==> config.mk <==
export PLATFORM = sky130hd
export DESIGN_NAME = econv_enc_213_flat
export DESIGN_NICKNAME = d
export VERILOG_FILES = /design/src/rtl/econv_enc_213_if.sv /design/src/rtl/econv_enc_213.sv /design/src/flat_wrapper.sv
export SDC_FILE = /design/constraint.sdc
export NUM_CORES = 1
export LEC_CHECK = 0
export ABC_CLOCK_PERIOD_IN_PS = 1600
export BUFFER_PORTS_ARGS = -buffer_cell sky130_fd_sc_hd__buf_2
export CORE_ASPECT_RATIO = 0.5
export CORE_MARGIN = 8
export CORE_UTILIZATION = 28
export CTS_CLUSTER_SIZE = 24
export DETAILED_ROUTE_END_ITERATION = 10
export GPL_ROUTABILITY_DRIVEN = 0
export HOLD_SLACK_MARGIN = 0.15
export PLACE_DENSITY = 0.57
export SYNTH_ARGS = -nofsm -noshare
export SYNTH_HDL_FRONTEND = slang
export SYNTH_SLANG_ARGS = --single-unit
export TNS_END_PERCENT = 1
==> constraint.sdc <==
create_clock -name clock -period 1.6 [get_ports clock]
set_input_delay 0.16 -clock clock [delete_from_list [all_inputs] [get_ports clock]]
set_output_delay 0.16 -clock clock [all_outputs]
set_load 0.005 [all_outputs]
==> src/rtl/econv_enc_213_if.sv <==
// Handshake bundle between the (2,1,3) encoder and its source/sink.
// Groups the bit input, symbol output and frame control/status signals.
// Optional err_inj lane is present only when ENC_ERRINJ_EN is defined.
interface econv_enc_213_if;
  logic       start;
  logic       din;
  logic       din_valid;
  logic       din_ready;
  logic [1:0] sym_out;
  logic       sym_valid;
  logic       sym_ready;
  logic       sof;
  logic       eof;
  logic       busy;
  logic       frame_done;
`ifdef ENC_ERRINJ_EN
  logic [1:0] err_inj;
`endif

  // Source/sink side: drives requests and data, observes encoder outputs.
  modport master (
    output start, din, din_valid, sym_ready,
`ifdef ENC_ERRINJ_EN
    output err_inj,
`endif
    input  din_ready, sym_out, sym_valid, sof, eof, busy, frame_done
  );

  // Encoder side.
  modport slave (
    input  start, din, din_valid, sym_ready,
`ifdef ENC_ERRINJ_EN
    input  err_inj,
`endif
    output din_ready, sym_out, sym_valid, sof, eof, busy, frame_done
  );
endinterface

==> src/rtl/econv_enc_213.sv <==
// Rate-1/2 (2,1,3) convolutional encoder with frame start, M zero tail bits and sof/eof marking.
// Latency 1: a symbol loaded on edge t is on sym_out in cycle t+1; one-deep output register.
// Backpressure: sym_ready low holds the output register and stalls din_ready and tail flushing.
// Optional: define ENC_ERRINJ_EN to add err_inj[1:0], XORed into every loaded symbol.
module econv_enc_213 #(
  parameter int         M         = 3,
  parameter logic [M:0] G0        = 4'b1111,
  parameter logic [M:0] G1        = 4'b1101,
  parameter int         BLOCK_LEN = 256,
  parameter int         CW        = 9
) (
  input logic          clock,
  input logic          reset,
  econv_enc_213_if.slave bus
);

  localparam int TW = (M > 1) ? $clog2(M) : 1;

  typedef enum logic [1:0] {
    S_IDLE,
    S_ENCODE,
    S_FLUSH,
    S_DRAIN
  } state_t;

  state_t          r_state;
  state_t          w_state_nxt;
  logic [M-1:0]    r_sr;
  logic [CW-1:0]   r_bit_cnt;
  logic [TW-1:0]   r_tail_cnt;
  logic [1:0]      r_sym;
  logic            r_sym_vld;
  logic            r_sof;
  logic            r_eof;
  logic            r_frame_done;

  logic            w_load_ok;
  logic            w_load;
  logic            w_u;
  logic            w_sof;
  logic            w_eof;
  logic            w_din_ready;
  logic            w_done;
  logic [M:0]      w_win;
  logic [1:0]      w_sym;
  logic [1:0]      w_sym_ld;

  // The output register can take a new symbol when empty or being drained this cycle.
  assign w_load_ok = !r_sym_vld || bus.sym_ready;

  // Current bit sits in the MSB of the window; the oldest stored bit in the LSB.
  assign w_win = {w_u, r_sr};
  assign w_sym = {^(w_win & G0), ^(w_win & G1)};

`ifdef ENC_ERRINJ_EN
  assign w_sym_ld = w_sym ^ bus.err_inj;
`else
  assign w_sym_ld = w_sym;
`endif

  // State register.
  always_ff @(posedge clock) begin
    if (reset) r_state <= S_IDLE;
    else       r_state <= w_state_nxt;
  end

  // Next-state and per-cycle control: which symbol to load and how to mark it.
  always_comb begin
    w_state_nxt = r_state;
    w_load      = 1'b0;
    w_u         = 1'b0;
    w_sof       = 1'b0;
    w_eof       = 1'b0;
    w_din_ready = 1'b0;
    w_done      = 1'b0;
    case (r_state)
      S_IDLE: begin
        if (bus.start) w_state_nxt = S_ENCODE;
      end
      S_ENCODE: begin
        w_din_ready = w_load_ok;
        if (bus.din_valid && w_load_ok) begin
          w_load = 1'b1;
          w_u    = bus.din;
          w_sof  = (r_bit_cnt == '0);
          if (r_bit_cnt == CW'(BLOCK_LEN - 1)) w_state_nxt = S_FLUSH;
        end
      end
      S_FLUSH: begin
        // Zero tail bits walk the trellis back to state 0.
        if (w_load_ok) begin
          w_load = 1'b1;
          w_u    = 1'b0;
          if (r_tail_cnt == TW'(M - 1)) begin
            w_eof       = 1'b1;
            w_state_nxt = S_DRAIN;
          end
        end
      end
      S_DRAIN: begin
        // The eof symbol is already in the output register; wait for its consumption.
        if (r_sym_vld && bus.sym_ready) begin
          w_done      = 1'b1;
          w_state_nxt = S_IDLE;
        end
      end
      default: w_state_nxt = S_IDLE;
    endcase
  end

  // Shift register and frame counters; IDLE keeps them cleared for the next frame.
  always_ff @(posedge clock) begin
    if (reset || r_state == S_IDLE) begin
      r_sr       <= '0;
      r_bit_cnt  <= '0;
      r_tail_cnt <= '0;
    end else if (w_load) begin
      r_sr <= {w_u, r_sr[M-1:1]};
      if (r_state == S_ENCODE) r_bit_cnt  <= r_bit_cnt + 1'b1;
      else                     r_tail_cnt <= r_tail_cnt + 1'b1;
    end
  end

  // One-deep output register with sof/eof travelling alongside the symbol.
  always_ff @(posedge clock) begin
    if (reset) begin
      r_sym        <= 2'b00;
      r_sym_vld    <= 1'b0;
      r_sof        <= 1'b0;
      r_eof        <= 1'b0;
      r_frame_done <= 1'b0;
    end else begin
      r_frame_done <= w_done;
      if (w_load) begin
        r_sym     <= w_sym_ld;
        r_sym_vld <= 1'b1;
        r_sof     <= w_sof;
        r_eof     <= w_eof;
      end else if (bus.sym_ready) begin
        r_sym     <= 2'b00;
        r_sym_vld <= 1'b0;
        r_sof     <= 1'b0;
        r_eof     <= 1'b0;
      end
    end
  end

  assign bus.din_ready  = w_din_ready;
  assign bus.sym_out    = r_sym;
  assign bus.sym_valid  = r_sym_vld;
  assign bus.sof        = r_sof;
  assign bus.eof        = r_eof;
  assign bus.busy       = (r_state != S_IDLE);
  assign bus.frame_done = r_frame_done;

endmodule

==> src/flat_wrapper.sv <==
// flat-port wrapper written by rule: the top's interface ports become plain ports
module econv_enc_213_flat 
#(
  parameter int         M         = 3,
  parameter logic [M:0] G0        = 4'b1111,
  parameter logic [M:0] G1        = 4'b1101,
  parameter int         BLOCK_LEN = 256,
  parameter int         CW        = 9
)
  (clock, reset, bus_start, bus_din, bus_din_valid, bus_sym_ready, bus_din_ready, bus_sym_out, bus_sym_valid, bus_sof, bus_eof, bus_busy, bus_frame_done);
  econv_enc_213_if bus_i ();
  input logic clock;
  input logic reset;
  input wire logic [$bits(bus_i.start)-1:0] bus_start;
  input wire logic [$bits(bus_i.din)-1:0] bus_din;
  input wire logic [$bits(bus_i.din_valid)-1:0] bus_din_valid;
  input wire logic [$bits(bus_i.sym_ready)-1:0] bus_sym_ready;
  output wire logic [$bits(bus_i.din_ready)-1:0] bus_din_ready;
  output wire logic [$bits(bus_i.sym_out)-1:0] bus_sym_out;
  output wire logic [$bits(bus_i.sym_valid)-1:0] bus_sym_valid;
  output wire logic [$bits(bus_i.sof)-1:0] bus_sof;
  output wire logic [$bits(bus_i.eof)-1:0] bus_eof;
  output wire logic [$bits(bus_i.busy)-1:0] bus_busy;
  output wire logic [$bits(bus_i.frame_done)-1:0] bus_frame_done;
  assign bus_i.start = bus_start;
  assign bus_i.din = bus_din;
  assign bus_i.din_valid = bus_din_valid;
  assign bus_i.sym_ready = bus_sym_ready;
  assign bus_din_ready = bus_i.din_ready;
  assign bus_sym_out = bus_i.sym_out;
  assign bus_sym_valid = bus_i.sym_valid;
  assign bus_sof = bus_i.sof;
  assign bus_eof = bus_i.eof;
  assign bus_busy = bus_i.busy;
  assign bus_frame_done = bus_i.frame_done;
  econv_enc_213 #(.M(M), .G0(G0), .G1(G1), .BLOCK_LEN(BLOCK_LEN), .CW(CW)) u_core (.clock(clock), .reset(reset), .bus(bus_i));
endmodule
==> results.md <==
* Post-Route WL at 2680 µm
* Switching power at 691 µW
* Worst Setup End Kind: flop
* Fin Hold WS at approximately 0.17 ns
* Cell-internal power at ~1.2 mW
* Residual DRC at 0
* Share of power burned in the clock network at 0.221
* # port buffers at 13
* R2r endpoint: u_core.r_state[1]
* Starting DRT DRC Count at 14
* Post-synth cell types at 41
* DR WL/cell at about 12 µm
* Hold Path Depth at 3
* P&R area growth vs syn at 27.2%
* Post-Syn Area at 1190 µm²
* Setup Crit Path Kind: reg -> reg
* Synth top cells by count: dfxtp_1, nor2_1, inv_1, a21oi_1, ha_1
* Cts bufs inserted at 3
* # Max-Cap Violations at 0
* All-Layer GR Usage at 0.0898
* EDFF count, synth at 0
* CTS max path bufs at 2
* GRT overflow at 0
* Clk slew on worst S/H paths at 0.09 ns
* Slew margin rel. at 0.762
* Vias in the first global route at 1,027
* Flop-to-flop setup slack at -0.02 ns
* Rows at 16
* Post-Syn Area per Cell at 8.80 µm²
* Register Area at approximately 440 µm²
* First-pass GRT wire length at 4600 µm
* # setup viols final at 2
* Cell taking the most area after synthesis: dfxtp_1
* Final hold vios at 0
* Final Cycle Share at 1.01
* Die footprint at 6710 µm²
* Switch share at 0.366
* Layout cell share with drive strength beyond 1 at 0.290
* Pre-antenna DRT Iters at 4
* Routed Antenna Nets at 0
* Status: finished, violations left
* Finished Core Util at 0.379
* Failing checks: negative setup slack
* Min Tclk post-route at 1.62 ns
* Antenna violations before repair at 0
* Fin nets at 178
* Sequential share of power at 0.338
* Post-Place Worst Slack at -0.0764 ns
* Critical path peak fanout at 3
* Asr flop ratio synth at 0
* Worst path arrival time at 1.77 ns
* Min-delay worst type: in -> reg
* Core Area at approximately 4000 µm²
* Hpwl dp at 1970 µm
* Io pins at 14
* Largest cells by area after synthesis: dfxtp_1, ha_1, a21oi_1
* Cell with the most instances after synthesis: dfxtp_1
* Via count at between 900 and 1k
* Cells after Synth at 135
* Synth top area share at 0.371
* Via density at 4.60
* Pwr/cell area at around 1300 nW/µm²
* Worst skew pair latency at 0.27 ns
* Clk_skew at 0.00420 ns
* Root Driver: clkbuf_8
* Chip height at 62.0 µm
* Final Power at 1.89 mW
* CTS Sinks at 22
* CTS tree: built
* # diodes at 0
* Cell depth of the worst flop-to-flop path at 8
* Die Wd at 108 µm
* Maximum vdd drop at ~330 µV
* Worst reg2reg startpoint: u_core.r_bit_cnt[3]
* Synth Warn # at 0
* Syn Nets at 150
* Largest net degree at the start of global routing at 15
* Setup ws final at -0.0162 ns
* # fillers at between 400 and 500
* Max Freq at 619 MHz
* Post-CTS Setup Repair Bufs at 0
* Initial Util at 0.298
* Leakage at 0.595 nW
* Prevailing post-synth register cell: dfxtp_1
* Worst Tran Pin Value at 0.354 ns
* Fin. max-slew vios at 0
* Unrepaired setup endpoints after global routing: yes
* H-tree Lvls at 1
* Combinational power share at 0.442
* Hold Crit Start: bus_din
* Sequential fraction of the synthesis area at 0.371
* Multi-input gate area in the final layout at a little over 700 µm²
* Hold Path End: u_core.r_sr[2]
* Number of synthesized register bits at 22
* CP Data Required Time at about 1.8 ns
* Worst setup SP type: flop
==> timing repair <==
action	in CTS	in global routing
hold buffers	0	0
setup endpoints to repair	12	16
gates resized for setup	9	2
pin swaps	1	0
==> worst max path at each step <==
| stage | from | depth (start not counted) | end | slack, ns |
|---|---|---|---|---|
| 6_report | u_core.r_bit_cnt[3] | 8 | u_core.r_state[1] | -0.02 |
| 5_1_grt | u_core.r_bit_cnt[4] | 8 | u_core.r_state[0] | -0.14 |
| 4_1_cts | u_core.r_bit_cnt[5] | 8 | u_core.r_state[0] | 0.01 |
| 3_5_place_dp | u_core.r_state[0] | 5 | u_core.r_bit_cnt[3] | -0.08 |
| 3_3_place_gp | u_core.r_bit_cnt[5] | 8 | u_core.r_state[0] | -0.05 |
| 2_1_floorplan | u_core.r_bit_cnt[3] | 8 | u_core.r_state[0] | 0.06 |
==> kinds of logic (layout without fill, tap and decap cells) <==
kind of cell,Yosys count,count (layout),share of synthesized area
AND/OR/NAND/NOR,51,51,0.255
AO/OA/AOI/OAI,27,27,0.139
flip-flops,22,22,0.371
buffers and inverters,17,44,0.0590
adder cells (fa/ha/maj),9,9,0.0948
XOR/XNOR,6,6,0.0558
multiplexers,3,3,0.0253
==> metrics by stage <==
| stage | cells | TNS (ns) | cell area, µm² |
|---|---|---|---|
| floorplan | 135 | 0 | 1190 |
| global placement | 212 | -0.0825 | 1410 |
| detailed placement | 212 | -0.330 | 1410 |
| CTS | 216 | 0 | 1510 |
| global route | 216 | -0.820 | 1510 |
| finish | 216 | -0.0295 | 1510 |
==> power by group through the flow <==
stage	Sequential, mW	Clock [mW]	Combinational (mW)
5_1_grt	0.646	0.450	0.917
6_report	0.638	0.417	0.835
3_5_place_dp	0.632	0	0.733
3_3_place_gp	0.630	0	0.739
2_1_floorplan	0.626	0	0.504
4_1_cts	0.634	0.421	0.829
==> area by class of cell <==
type                            instances  area share
Multi-Input combinational cell         96       0.476
Sequential cell                        22       0.293
Timing Repair Buffer                   29       0.123
Tap cell                               54      0.0447
Clock buffer                            4      0.0365
Inverter                               11      0.0273
==> layout by cell type (no fill, tap or decap), types with 3 or more instances in the layout <==
cell,netlist,layout
o21ai_0,7,6
inv_1,11,9
ha_1,9,6
nor2_1,12,12
buf_4,1,16
buf_2,1,13
clkbuf_8,0,4
dfxtp_1,22,20
or3_1,5,5
ha_4,0,3
and2_1,3,3
xnor2_1,4,4
a21oi_1,9,9
mux2i_1,3,3
nand2_1,7,7
nand4_1,3,3
==> critical path: stages (launching register included) <==
cell and delay [ns]:
dfxtp_1 0.35, nand4_1 0.11, or2_1 0.24, nor2_1 0.12, ha_1 0.16, nand2_1 0.08
o21ai_2 0.16, and3_1 0.22, o31ai_1 0.08
==> sequential cells by signal, summed over array words and instances, names as in the netlist <==
| signal | cells |
|---|---|
| u_core.bus.sof | 1 |
| u_core.r_state | 2 |
| u_core.r_sr | 3 |
| u_core.r_bit_cnt | 9 |
| u_core.r_tail_cnt | 2 |
| u_core.bus.sym_valid | 1 |
| u_core.bus.frame_done | 1 |
| u_core.bus.eof | 1 |
| u_core.bus.sym_out | 2 |
==> layer usage <==
| metal | wire length, µm | global-route usage |
|---|---|---|
| met5 | 0 | 0 |
| met4 | 41 | 0.0488 |
| met3 | 102 | 0.0350 |
| met2 | 1240 | 0.159 |
| met1 | 1300 | 0.0934 |
(Power assumes the default switching activity.)
